<file path="src/rtl/omem_multichannel_writer_if.sv">
// ----------------------------------------------------------------------------
// omem_multichannel_writer_if
//   Wishbone single-word write bus between the output-memory writer (master)
//   and the shared external output-memory bus (slave).
//
//   ADR_O  master->slave  word address
//   DAT_O  master->slave  write data
//   WE_O   master->slave  write enable (mirrors STB_O)
//   STB_O  master->slave  strobe, a word is offered while high
//   CYC_O  master->slave  bus request / cycle in progress
//   GNT_I  slave->master  bus grant, only looked at while requesting
//   ACK_I  slave->master  word acknowledge
//
//   Handshake: a word transfers on a rising edge where STB_O=1 and ACK_I=1.
//   While STB_O=1 and ACK_I=0 the master holds ADR_O/DAT_O stable; STB_O
//   never drops before its ACK. ACK_I outside a strobe is ignored.
// ----------------------------------------------------------------------------
interface omem_multichannel_writer_if #(
    parameter int WB_WIDTH = 32
);
    logic [WB_WIDTH-1:0] ADR_O;
    logic [WB_WIDTH-1:0] DAT_O;
    logic                WE_O;
    logic                STB_O;
    logic                CYC_O;
    logic                GNT_I;
    logic                ACK_I;

    modport master (
        output ADR_O, DAT_O, WE_O, STB_O, CYC_O,
        input  GNT_I, ACK_I
    );

    modport slave (
        input  ADR_O, DAT_O, WE_O, STB_O, CYC_O,
        output GNT_I, ACK_I
    );
endinterface

</file>
<file path="src/rtl/omem_multichannel_writer.sv">
// ----------------------------------------------------------------------------
// omem_multichannel_writer
//   Collects full-row write requests from NUM_CH producers into per-channel
//   FIFOs and serialises each row, round-robin between channels, into
//   WORDS_PER_ROW single-word Wishbone writes. Rows are never interleaved.
//
//   CLK_I         clock, rising edge
//   RST_I         synchronous active-low reset
//   iWriteEnable  per-channel row push request (accepted only when !oFull)
//   iAddress      per-channel row base word address, channel c at slice c
//   iData         per-channel row data, word k at bits [k*WB_WIDTH +: WB_WIDTH]
//   oFull         per-channel FIFO full
//   oOverflow     per-channel sticky "request arrived while full"
//   oIdle         every FIFO empty and the sequencer idle
//   oDebugState   sequencer state (0 idle, 1 bus request, 2 transfer)
//   wb            Wishbone master bus (see omem_multichannel_writer_if)
// ----------------------------------------------------------------------------
module omem_multichannel_writer #(
    parameter int NUM_CH        = 4,
    parameter int WB_WIDTH      = 32,
    parameter int WORDS_PER_ROW = 3,
    parameter int FIFO_DEPTH    = 4
) (
    input  logic                                   CLK_I,
    input  logic                                   RST_I,
    input  logic [NUM_CH-1:0]                      iWriteEnable,
    input  logic [NUM_CH*WB_WIDTH-1:0]             iAddress,
    input  logic [NUM_CH*WORDS_PER_ROW*WB_WIDTH-1:0] iData,
    output logic [NUM_CH-1:0]                      oFull,
    output logic [NUM_CH-1:0]                      oOverflow,
    output logic                                   oIdle,
    output logic [1:0]                             oDebugState,
    omem_multichannel_writer_if.master             wb
);
    localparam int ROW_W = WORDS_PER_ROW * WB_WIDTH;
    localparam int CH_W  = (NUM_CH > 1) ? $clog2(NUM_CH) : 1;
    localparam int PTR_W = $clog2(FIFO_DEPTH);
    localparam int CNT_W = PTR_W + 1;
    localparam int K_W   = (WORDS_PER_ROW > 1) ? $clog2(WORDS_PER_ROW) : 1;

    typedef enum logic [1:0] {
        ST_IDLE = 2'd0,
        ST_REQ  = 2'd1,
        ST_XFER = 2'd2
    } state_t;

    // Channel FIFOs
    logic [WB_WIDTH-1:0] r_fifo_adr [NUM_CH][FIFO_DEPTH];
    logic [ROW_W-1:0]    r_fifo_dat [NUM_CH][FIFO_DEPTH];
    logic [PTR_W-1:0]    r_wptr     [NUM_CH];
    logic [PTR_W-1:0]    r_rptr     [NUM_CH];
    logic [CNT_W-1:0]    r_count    [NUM_CH];
    logic [NUM_CH-1:0]   r_overflow;

    // Sequencer
    state_t              r_state;
    logic [CH_W-1:0]     r_rr;
    logic [CH_W-1:0]     r_sel;
    logic [K_W-1:0]      r_k;
    logic [WB_WIDTH-1:0] r_base;
    logic [ROW_W-1:0]    r_row;
    logic [WB_WIDTH-1:0] r_adr;
    logic [WB_WIDTH-1:0] r_dat;
    logic                r_stb;
    logic                r_cyc;

    logic [NUM_CH-1:0]   w_full;
    logic [NUM_CH-1:0]   w_nonempty;
    logic [NUM_CH-1:0]   w_push;
    logic [NUM_CH-1:0]   w_pop;
    logic                w_last_word;
    logic                w_found;
    logic [CH_W-1:0]     w_pick;

    assign w_last_word = (r_k == K_W'(WORDS_PER_ROW - 1));

    // Full is judged on the registered count only, so a pop on the same
    // edge never lets a push into a full FIFO.
    always_comb begin
        w_full     = '0;
        w_nonempty = '0;
        w_push     = '0;
        w_pop      = '0;
        for (int c = 0; c < NUM_CH; c++) begin
            w_full[c]     = (r_count[c] == CNT_W'(FIFO_DEPTH));
            w_nonempty[c] = (r_count[c] != '0);
            w_push[c]     = iWriteEnable[c] && !w_full[c];
            w_pop[c]      = (r_state == ST_XFER) && wb.ACK_I && w_last_word
                            && (r_sel == CH_W'(c));
        end
    end

    // Round-robin pick: first non-empty channel at or after r_rr, wrapping.
    always_comb begin : pick_blk
        int idx;
        w_found = 1'b0;
        w_pick  = r_rr;
        idx     = 0;
        for (int i = 0; i < NUM_CH; i++) begin
            idx = int'(r_rr) + i;
            if (idx >= NUM_CH) idx = idx - NUM_CH;
            if (!w_found && w_nonempty[CH_W'(idx)]) begin
                w_found = 1'b1;
                w_pick  = CH_W'(idx);
            end
        end
    end

    // FIFO storage carries no reset; validity lives in the pointers/counts.
    always_ff @(posedge CLK_I) begin
        for (int c = 0; c < NUM_CH; c++) begin
            if (w_push[c]) begin
                r_fifo_adr[c][r_wptr[c]] <= iAddress[c*WB_WIDTH +: WB_WIDTH];
                r_fifo_dat[c][r_wptr[c]] <= iData[c*ROW_W +: ROW_W];
            end
        end
    end

    always_ff @(posedge CLK_I) begin
        if (!RST_I) begin
            for (int c = 0; c < NUM_CH; c++) begin
                r_wptr[c]  <= '0;
                r_rptr[c]  <= '0;
                r_count[c] <= '0;
            end
            r_overflow <= '0;
        end else begin
            for (int c = 0; c < NUM_CH; c++) begin
                if (w_push[c]) r_wptr[c] <= r_wptr[c] + PTR_W'(1);
                if (w_pop[c])  r_rptr[c] <= r_rptr[c] + PTR_W'(1);
                if (w_push[c] && !w_pop[c])
                    r_count[c] <= r_count[c] + CNT_W'(1);
                else if (!w_push[c] && w_pop[c])
                    r_count[c] <= r_count[c] - CNT_W'(1);
                if (iWriteEnable[c] && w_full[c]) r_overflow[c] <= 1'b1;
            end
        end
    end

    // The head entry stays in its FIFO until the last word is acknowledged;
    // the latched copy in r_base/r_row drives the bus meanwhile.
    always_ff @(posedge CLK_I) begin
        if (!RST_I) begin
            r_state <= ST_IDLE;
            r_rr    <= '0;
            r_sel   <= '0;
            r_k     <= '0;
            r_base  <= '0;
            r_row   <= '0;
            r_adr   <= '0;
            r_dat   <= '0;
            r_stb   <= 1'b0;
            r_cyc   <= 1'b0;
        end else begin
            case (r_state)
                ST_IDLE: begin
                    if (w_found) begin
                        r_sel   <= w_pick;
                        r_base  <= r_fifo_adr[w_pick][r_rptr[w_pick]];
                        r_row   <= r_fifo_dat[w_pick][r_rptr[w_pick]];
                        r_k     <= '0;
                        r_cyc   <= 1'b1;
                        r_state <= ST_REQ;
                    end
                end
                ST_REQ: begin
                    if (wb.GNT_I) begin
                        r_stb   <= 1'b1;
                        r_adr   <= r_base;
                        r_dat   <= r_row[WB_WIDTH-1:0];
                        r_state <= ST_XFER;
                    end
                end
                ST_XFER: begin
                    if (wb.ACK_I) begin
                        if (!w_last_word) begin
                            r_k   <= r_k + K_W'(1);
                            r_adr <= r_base + WB_WIDTH'(r_k) + WB_WIDTH'(1);
                            r_dat <= r_row[(int'(r_k) + 1)*WB_WIDTH +: WB_WIDTH];
                        end else begin
                            r_stb   <= 1'b0;
                            r_cyc   <= 1'b0;
                            r_adr   <= '0;
                            r_dat   <= '0;
                            r_rr    <= (r_sel == CH_W'(NUM_CH - 1)) ? '0
                                                                   : r_sel + CH_W'(1);
                            r_state <= ST_IDLE;
                        end
                    end
                end
                default: r_state <= ST_IDLE;
            endcase
        end
    end

    assign oFull       = w_full;
    assign oOverflow   = r_overflow;
    assign oIdle       = (r_state == ST_IDLE) && (w_nonempty == '0);
    assign oDebugState = r_state;
    assign wb.ADR_O    = r_adr;
    assign wb.DAT_O    = r_dat;
    assign wb.STB_O    = r_stb;
    assign wb.WE_O     = r_stb;
    assign wb.CYC_O    = r_cyc;
endmodule

</file>
<file path="src/flat_wrapper.sv">
// flat-port wrapper written by rule: the top's interface ports become plain ports
module omem_multichannel_writer_flat 
#(
    parameter int NUM_CH        = 4,
    parameter int WB_WIDTH      = 32,
    parameter int WORDS_PER_ROW = 3,
    parameter int FIFO_DEPTH    = 4
)
  (CLK_I, RST_I, iWriteEnable, iAddress, iData, oFull, oOverflow, oIdle, oDebugState, wb_ADR_O, wb_DAT_O, wb_WE_O, wb_STB_O, wb_CYC_O, wb_GNT_I, wb_ACK_I);
  omem_multichannel_writer_if #(.WB_WIDTH(WB_WIDTH)) wb_i ();
  input  logic CLK_I;
  input  logic RST_I;
  input  logic [NUM_CH-1:0] iWriteEnable;
  input  logic [NUM_CH*WB_WIDTH-1:0] iAddress;
  input  logic [NUM_CH*WORDS_PER_ROW*WB_WIDTH-1:0] iData;
  output logic [NUM_CH-1:0] oFull;
  output logic [NUM_CH-1:0] oOverflow;
  output logic oIdle;
  output logic [1:0] oDebugState;
  output wire logic [$bits(wb_i.ADR_O)-1:0] wb_ADR_O;
  output wire logic [$bits(wb_i.DAT_O)-1:0] wb_DAT_O;
  output wire logic [$bits(wb_i.WE_O)-1:0] wb_WE_O;
  output wire logic [$bits(wb_i.STB_O)-1:0] wb_STB_O;
  output wire logic [$bits(wb_i.CYC_O)-1:0] wb_CYC_O;
  input wire logic [$bits(wb_i.GNT_I)-1:0] wb_GNT_I;
  input wire logic [$bits(wb_i.ACK_I)-1:0] wb_ACK_I;
  assign wb_ADR_O = wb_i.ADR_O;
  assign wb_DAT_O = wb_i.DAT_O;
  assign wb_WE_O = wb_i.WE_O;
  assign wb_STB_O = wb_i.STB_O;
  assign wb_CYC_O = wb_i.CYC_O;
  assign wb_i.GNT_I = wb_GNT_I;
  assign wb_i.ACK_I = wb_ACK_I;
  omem_multichannel_writer #(.NUM_CH(NUM_CH), .WB_WIDTH(WB_WIDTH), .WORDS_PER_ROW(WORDS_PER_ROW), .FIFO_DEPTH(FIFO_DEPTH)) u_core (.CLK_I(CLK_I), .RST_I(RST_I), .iWriteEnable(iWriteEnable), .iAddress(iAddress), .iData(iData), .oFull(oFull), .oOverflow(oOverflow), .oIdle(oIdle), .oDebugState(oDebugState), .wb(wb_i));
endmodule
</file>
<file path="config.mk">
export PLATFORM = sky130hd
export DESIGN_NAME = omem_multichannel_writer_flat
export DESIGN_NICKNAME = d
export VERILOG_FILES = /design/src/rtl/omem_multichannel_writer_if.sv /design/src/rtl/omem_multichannel_writer.sv /design/src/flat_wrapper.sv
export SDC_FILE = /design/constraint.sdc
export NUM_CORES = 2
export LEC_CHECK = 0
export ABC_CLOCK_PERIOD_IN_PS = 6000
export BUFFER_PORTS_ARGS = -buffer_cell sky130_fd_sc_hd__buf_4
export CAP_MARGIN = 20
export CELL_PAD_IN_SITES_DETAIL_PLACEMENT = 1
export CELL_PAD_IN_SITES_GLOBAL_PLACEMENT = 2
export CORE_UTILIZATION = 40
export CTS_CLUSTER_SIZE = 8
export DETAILED_ROUTE_END_ITERATION = 8
export PLACE_DENSITY = 0.78
export RECOVER_POWER = 100
export SETUP_SLACK_MARGIN = 0.5
export SYNTH_ARGS = -nofsm -noshare
export SYNTH_HDL_FRONTEND = slang
export SYNTH_SLANG_ARGS = --single-unit
</file>
<file path="constraint.sdc">
create_clock -name CLK_I -period 6 [get_ports CLK_I]
set_input_delay 0.9 -clock CLK_I [delete_from_list [all_inputs] [get_ports CLK_I]]
set_output_delay 0.9 -clock CLK_I [all_outputs]
set_load 0.01 [all_outputs]
</file>
## Yosys cells after proc, flatten, opt, wreduce, memory -nomap -nowiden

Memories as Yosys holds them, arrays and structs flattened.
Index checks and enable logic that the tools add are counted.

| storage, ports and cells | value |
|---|---|
| bits in writable memories | 2076 |
| input port bits | 520 |
| word-level logic and storage cells | 309 |
| output and inout bits | 78 |
| register bits | 206 |
| memories kept | 5 |

| cells by class | value |
|---|---|
| add/sub/neg operators | 28 |
| reduce and logical (&&, ||, !) cells | 61 |
| eq/ne operators | 15 |
| shift-type cells | 1 |
| magnitude comparators | 17 |
| mux-type cells | 147 |
| bitwise gates (word level) | 21 |

Memories:

| name | depth | width | read ports | clocked after Yosys merged registers in | wr ports | line | text |
|---|---|---|---|---|---|---|---|
| u_core.r_fifo_dat | 4 | 384 | 1 | 0 | 4 | omem_multichannel_writer.sv:49 | `logic [ROW_W-1:0] r_fifo_dat [NUM_CH][FIFO_DEPTH];` |
| u_core.r_fifo_adr | 4 | 128 | 1 | 0 | 4 | omem_multichannel_writer.sv:48 | `logic [WB_WIDTH-1:0] r_fifo_adr [NUM_CH][FIFO_DEPTH];` |
| u_core.r_count | 4 | 3 | 4 | 0 | 4 | omem_multichannel_writer.sv:52 | `logic [CNT_W-1:0] r_count [NUM_CH];` |
| u_core.r_rptr | 4 | 2 | 5 | 0 | 4 | omem_multichannel_writer.sv:51 | `logic [PTR_W-1:0] r_rptr [NUM_CH];` |
| u_core.r_wptr | 4 | 2 | 4 | 0 | 4 | omem_multichannel_writer.sv:50 | `logic [PTR_W-1:0] r_wptr [NUM_CH];` |

Operators with widths:

| cell | number |
|---|---|
| $mux W384 | 4 |
| $demux W96 S2 | 4 |
| $mux W96 | 6 |
| $mux W128 | 4 |
| $mux W32 | 12 |
| $demux W32 S2 | 4 |
| $bmux W96 S2 | 1 |
| $pmux W32 S2 | 2 |
| $shiftx A96 B32 Y32 | 1 |
| $mux W1 | 69 |
| $bmux W32 S2 | 1 |
| $mux W2 | 24 |
| $add A32 B1 Y32 const B | 1 |
| $add A32 B2 Y32 | 1 |
| $logic_and A1 B1 Y1 | 30 |
| $ge A3 B3 Y1 const B | 8 |
| $mux W3 | 8 |
| $add A2 B1 Y2 const B | 10 |
| $lt A2 B4 Y1 const B | 4 |
| $or A1 B1 Y1 | 16 |
| $reduce_and A4 Y1 | 4 |
| $logic_not A1 Y1 | 15 |
| $not A2 Y3 | 5 |
| $add A3 B1 Y3 const B | 4 |
| 21 further kinds | 52 |

## Logic depth before layout (Yosys ltp)

An unclocked memory read counts as a cell.

| logic depth | value |
|---|---|
| depth after elaboration | 20 |
| gate-level depth with buffers | 15 |
| gate-level depth less buffers | 10 |

## Worst setup path after synthesis

OpenSTA, ideal clock, no wires.

| timing | value |
|---|---|
| path type | input port to flip-flop |
| start | in iWriteEnable[3] |
| end | mem u_core.r_fifo_adr[3][0] (netlist name) (enable) |
| required time | 5.498 ns |
| path slack | 1.116 ns |
| stages | 3 |
| library setup time | 0.502 ns |
| data arrival time | 4.382 ns |
| buffers on the path | 1 |
| path through | nor2b_1 clkbuf_1 and2_1 |

RTL lines:

| what | line | text |
|---|---|---|
| start, declared | flat_wrapper.sv:13 | `input logic [NUM_CH-1:0] iWriteEnable;` |
| end, declared | omem_multichannel_writer.sv:48 |  |

==> results.sh <==
export IMPL_syn_cell_area_um2=89700
export IMPL_p_leak_nw=36.7
export IMPL_post_cts_buffers=0
export IMPL_cp_slowest_cell="clkbuf_2"
export IMPL_r2r_slack_ns=0.85
export IMPL_coreArea_um2=223000
export IMPL_antenna_found_initial=142
export IMPL_ys_seq_area_share_pct=74.1
export IMPL_synth_fp_nets=7388
export IMPL_first_pass_iters=7
export IMPL_rows=173
export IMPL_io_buffer_count=597
export IMPL_insertion_delay_ns=0.97
export IMPL_fp_dieW_um=475
export IMPL_setup_tns_ns=0
export IMPL_synth_seq_cells=2282
export IMPL_syn_to_final_growth_pct=16.5
export IMPL_gr_usage_met3_pct=6.85
export IMPL_htreeDepth=5
export IMPL_synth_top_area_cell="edfxtp_1"
export IMPL_cp_max_fo=50
export IMPL_wl_per_cell_um=30.2
export IMPL_via_per_inst=5.75
export IMPL_p_per_area_nw_per_um2=395
export IMPL_track_usage_pct=28.1
export IMPL_synthTopCellsByArea="edfxtp_1, nand2_1, a311oi_1"
export IMPL_synth_cells=6838
export IMPL_gr_total_overflow=0
export IMPL_layout_nets=7941
export IMPL_crit_chain="inv_1 > ha_1 > and2_0 > nor2b_1 > and2_4 > clkbuf_2"
export IMPL_cts_resized_gates=0
export IMPL_drc=0
export IMPL_grt_first_pass_wirelength_um=452000
export IMPL_r2r_end="u_core.r_fifo_dat[3][193]"
export IMPL_hold_depth=1
export IMPL_antenna_left=0
export IMPL_r2r_start="u_core.r_count[0][9]"
export IMPL_violations="max-capacitance violations, max-slew violations"
export IMPL_hpwl_um=186000
export IMPL_grt_max_degree=248
export IMPL_critPathRequiredTime_ns=6.46
export IMPL_numCtsBuffers=337
export IMPL_clock_path_buffers=4
export IMPL_fin_skew_ns=0.0821
export IMPL_tightest_slew_ns=3.59
export IMPL_final_common_cell="nand2_1"
export IMPL_crit_end="u_core.r_fifo_dat[3][193]"
export IMPL_grt_busiest_layer="met2"
export IMPL_period_share_pct=85.9
export IMPL_start_util_pct=40.3
export IMPL_pin_count=598
export IMPL_die_h_um=475
export IMPL_cts_tree="yes"
export IMPL_vias=61200
export IMPL_clk_transition_reported_paths_ns=0.05
export IMPL_drtIter0Drc=5871
export IMPL_synth_cell_types=50
export IMPL_finalPower_mw=41.3
export IMPL_yosysWarnings=0
export IMPL_period_minus_slack_ns=5.15
export IMPL_crit_start="u_core.r_count[0][9]"
export IMPL_hp_class="in -> reg"
export IMPL_grt_pass1_vias=62700
export IMPL_root_buffer="clkbuf_16"
export IMPL_relSlewSlack_pct=-139
export IMPL_max_vdd_ir_drop_mv=0.331
export IMPL_grt_use_met2_pct=44.7
export IMPL_arrival_ns=5.62
export IMPL_final_cell_mix="nand2_1, edfxtp_1, clkbuf_1"
export IMPL_crit_path_max_incr_delay_ns=1.85
export IMPL_drive_above_1_share_pct=6.41
export IMPL_finalHoldViolCount=0
export IMPL_postCtsHoldBufs=0
export IMPL_rsz0062_at_grt="false"
export IMPL_ys_flop_type="edfxtp_1"
export IMPL_r2r_cells=6
export IMPL_end_kind="flip-flop"
export IMPL_finalSetupViolations=0
export IMPL_max_clock_freq_ghz=0.194
export IMPL_cts_num_sinks=2282
export IMPL_dieArea_um2=226000
export IMPL_start_kind="flip-flop"
export IMPL_slew_viol_final=1848
export IMPL_synth_area_per_cell_um2=13.1
export IMPL_synth_edf_count=2076
export IMPL_drv_cap=44
export IMPL_synth_top_area_share_pct=69.5
export IMPL_async_reset_ff_share_pct=0
export IMPL_status="finished with violations"
export IMPL_routed_wl_um=322000
export IMPL_use_met1_pct=37.0
export IMPL_path_class="reg -> reg"
export IMPL_gp_congestion=0.805
[worst max-delay path: cells and delay by family, from the launching register on]
| family | cells | cell delay [ns] |
|---|---|---|
| adders and majority gates | 1 | 0.22 |
| buffers and inverters | 2 | 1.93 |
| DFF | 1 | 0.38 |
| and+or+nand+nor | 3 | 2.01 |
[state kept, by name, summed over array words and instances (netlist names)]
signal and flops:
u_core.r_rr 2, u_core.r_k 2, u_core.r_rptr 8, u_core.r_base 32, u_core.wb.CYC_O 1, u_core.r_fifo_adr 512
u_core.wb.DAT_O 32, u_core.r_row 96, u_core.wb.STB_O 1, u_core.r_sel 2, u_core.oOverflow 4, u_core.r_fifo_dat 1536
u_core.r_count 12, u_core.oDebugState 2, u_core.r_wptr 8, u_core.wb.ADR_O 32
[kinds of logic (layout without fill, tap and decap cells)]
group | Yosys count | in the layout | share of synthesized area (%)
XOR/XNOR | 39 | 39 | 0.381
flip-flops | 2282 | 2282 | 74.1
multiplexers | 39 | 39 | 0.480
AND/OR/NAND/NOR | 3075 | 3075 | 14.9
buffers and inverters | 502 | 1279 | 2.31
other | 0 | 55 | 0
adder cells (fa/ha/maj) | 30 | 30 | 0.452
AO/OA/AOI/OAI | 871 | 871 | 7.33
[power breakdown]
group	internal [mW]	total, mW	switching, mW
combinational	1.32	4.92	3.60
sequential	18.4	19.0	0.600
clock	10.6	17.3	6.73
[metal layers]
| layer | share of wire, % | wire (µm) | up-vias |
|---|---|---|---|
| met5 | 0.25 | 816 | - |
| met4 | 3.5 | 11300 | 130 |
| met3 | 8.1 | 26200 | 627 |
| met2 | 47 | 151000 | 2307 |
| met1 | 41 | 132000 | 31700 |
| li1 | - | - | 26400 |
[cell usage after synthesis, drive strengths merged (18+ instances only)]
| master | n |
|---|---|
| dfxtp | 206 |
| nand2 | 2241 |
| mux2 | 32 |
| clkbuf | 302 |
| nand3 | 147 |
| xnor2 | 22 |
| a311oi | 512 |
| buf | 173 |
| nor2b | 62 |
| nor2 | 29 |
| a222oi | 31 |
| o21ai | 277 |
| and3 | 537 |
| inv | 27 |
| ha | 26 |
| and2 | 18 |
| edfxtp | 2076 |
[through the flow]
stage / hold WS [ns] / setup WS [ns] / util [%] / std cells / area, µm²
global placement: 0.447 / 1.86 / 43.7 / 10000 / 97300
finish: 0.193 / 0.848 / 46.9 / 10600 / 104000
CTS: 0.0489 / 1.67 / 48.0 / 10600 / 107000
global route: 0.179 / 0.724 / 46.9 / 10600 / 104000
detailed placement: 0.447 / 1.75 / 43.7 / 10000 / 97300
floorplan: 0.433 / 1.12 / - / 6838 / 89700
[worst min-delay path by stage]
stage / start / end / slack, ns
2_1_floorplan: u_core.r_row[64] / u_core.r_row[64] / 0.43
3_3_place_gp: u_core.wb.ADR_O[29] / u_core.wb.ADR_O[29] / 0.45
3_5_place_dp: u_core.wb.ADR_O[26] / u_core.wb.ADR_O[26] / 0.45
4_1_cts: iData[151] / u_core.r_fifo_dat[1][343] / 0.05
5_1_grt: iData[170] / u_core.r_fifo_dat[1][74] / 0.18
6_report: iData[262] / u_core.r_fifo_dat[2][262] / 0.19
[final cells by class]
cell class                      count  area [µm²]
Clock buffer                      554        9430
Tap cell                         2975        3720
Antenna cell                       55         138
Sequential cell                  2282       66500
Multi-Input combinational cell   4054       21200
Timing Repair Buffer              689        3260
Fill cell                       22900      118000
Inverter                           27         101
Clock inverter                      9         108
Power figures use the tool's default switching activity.
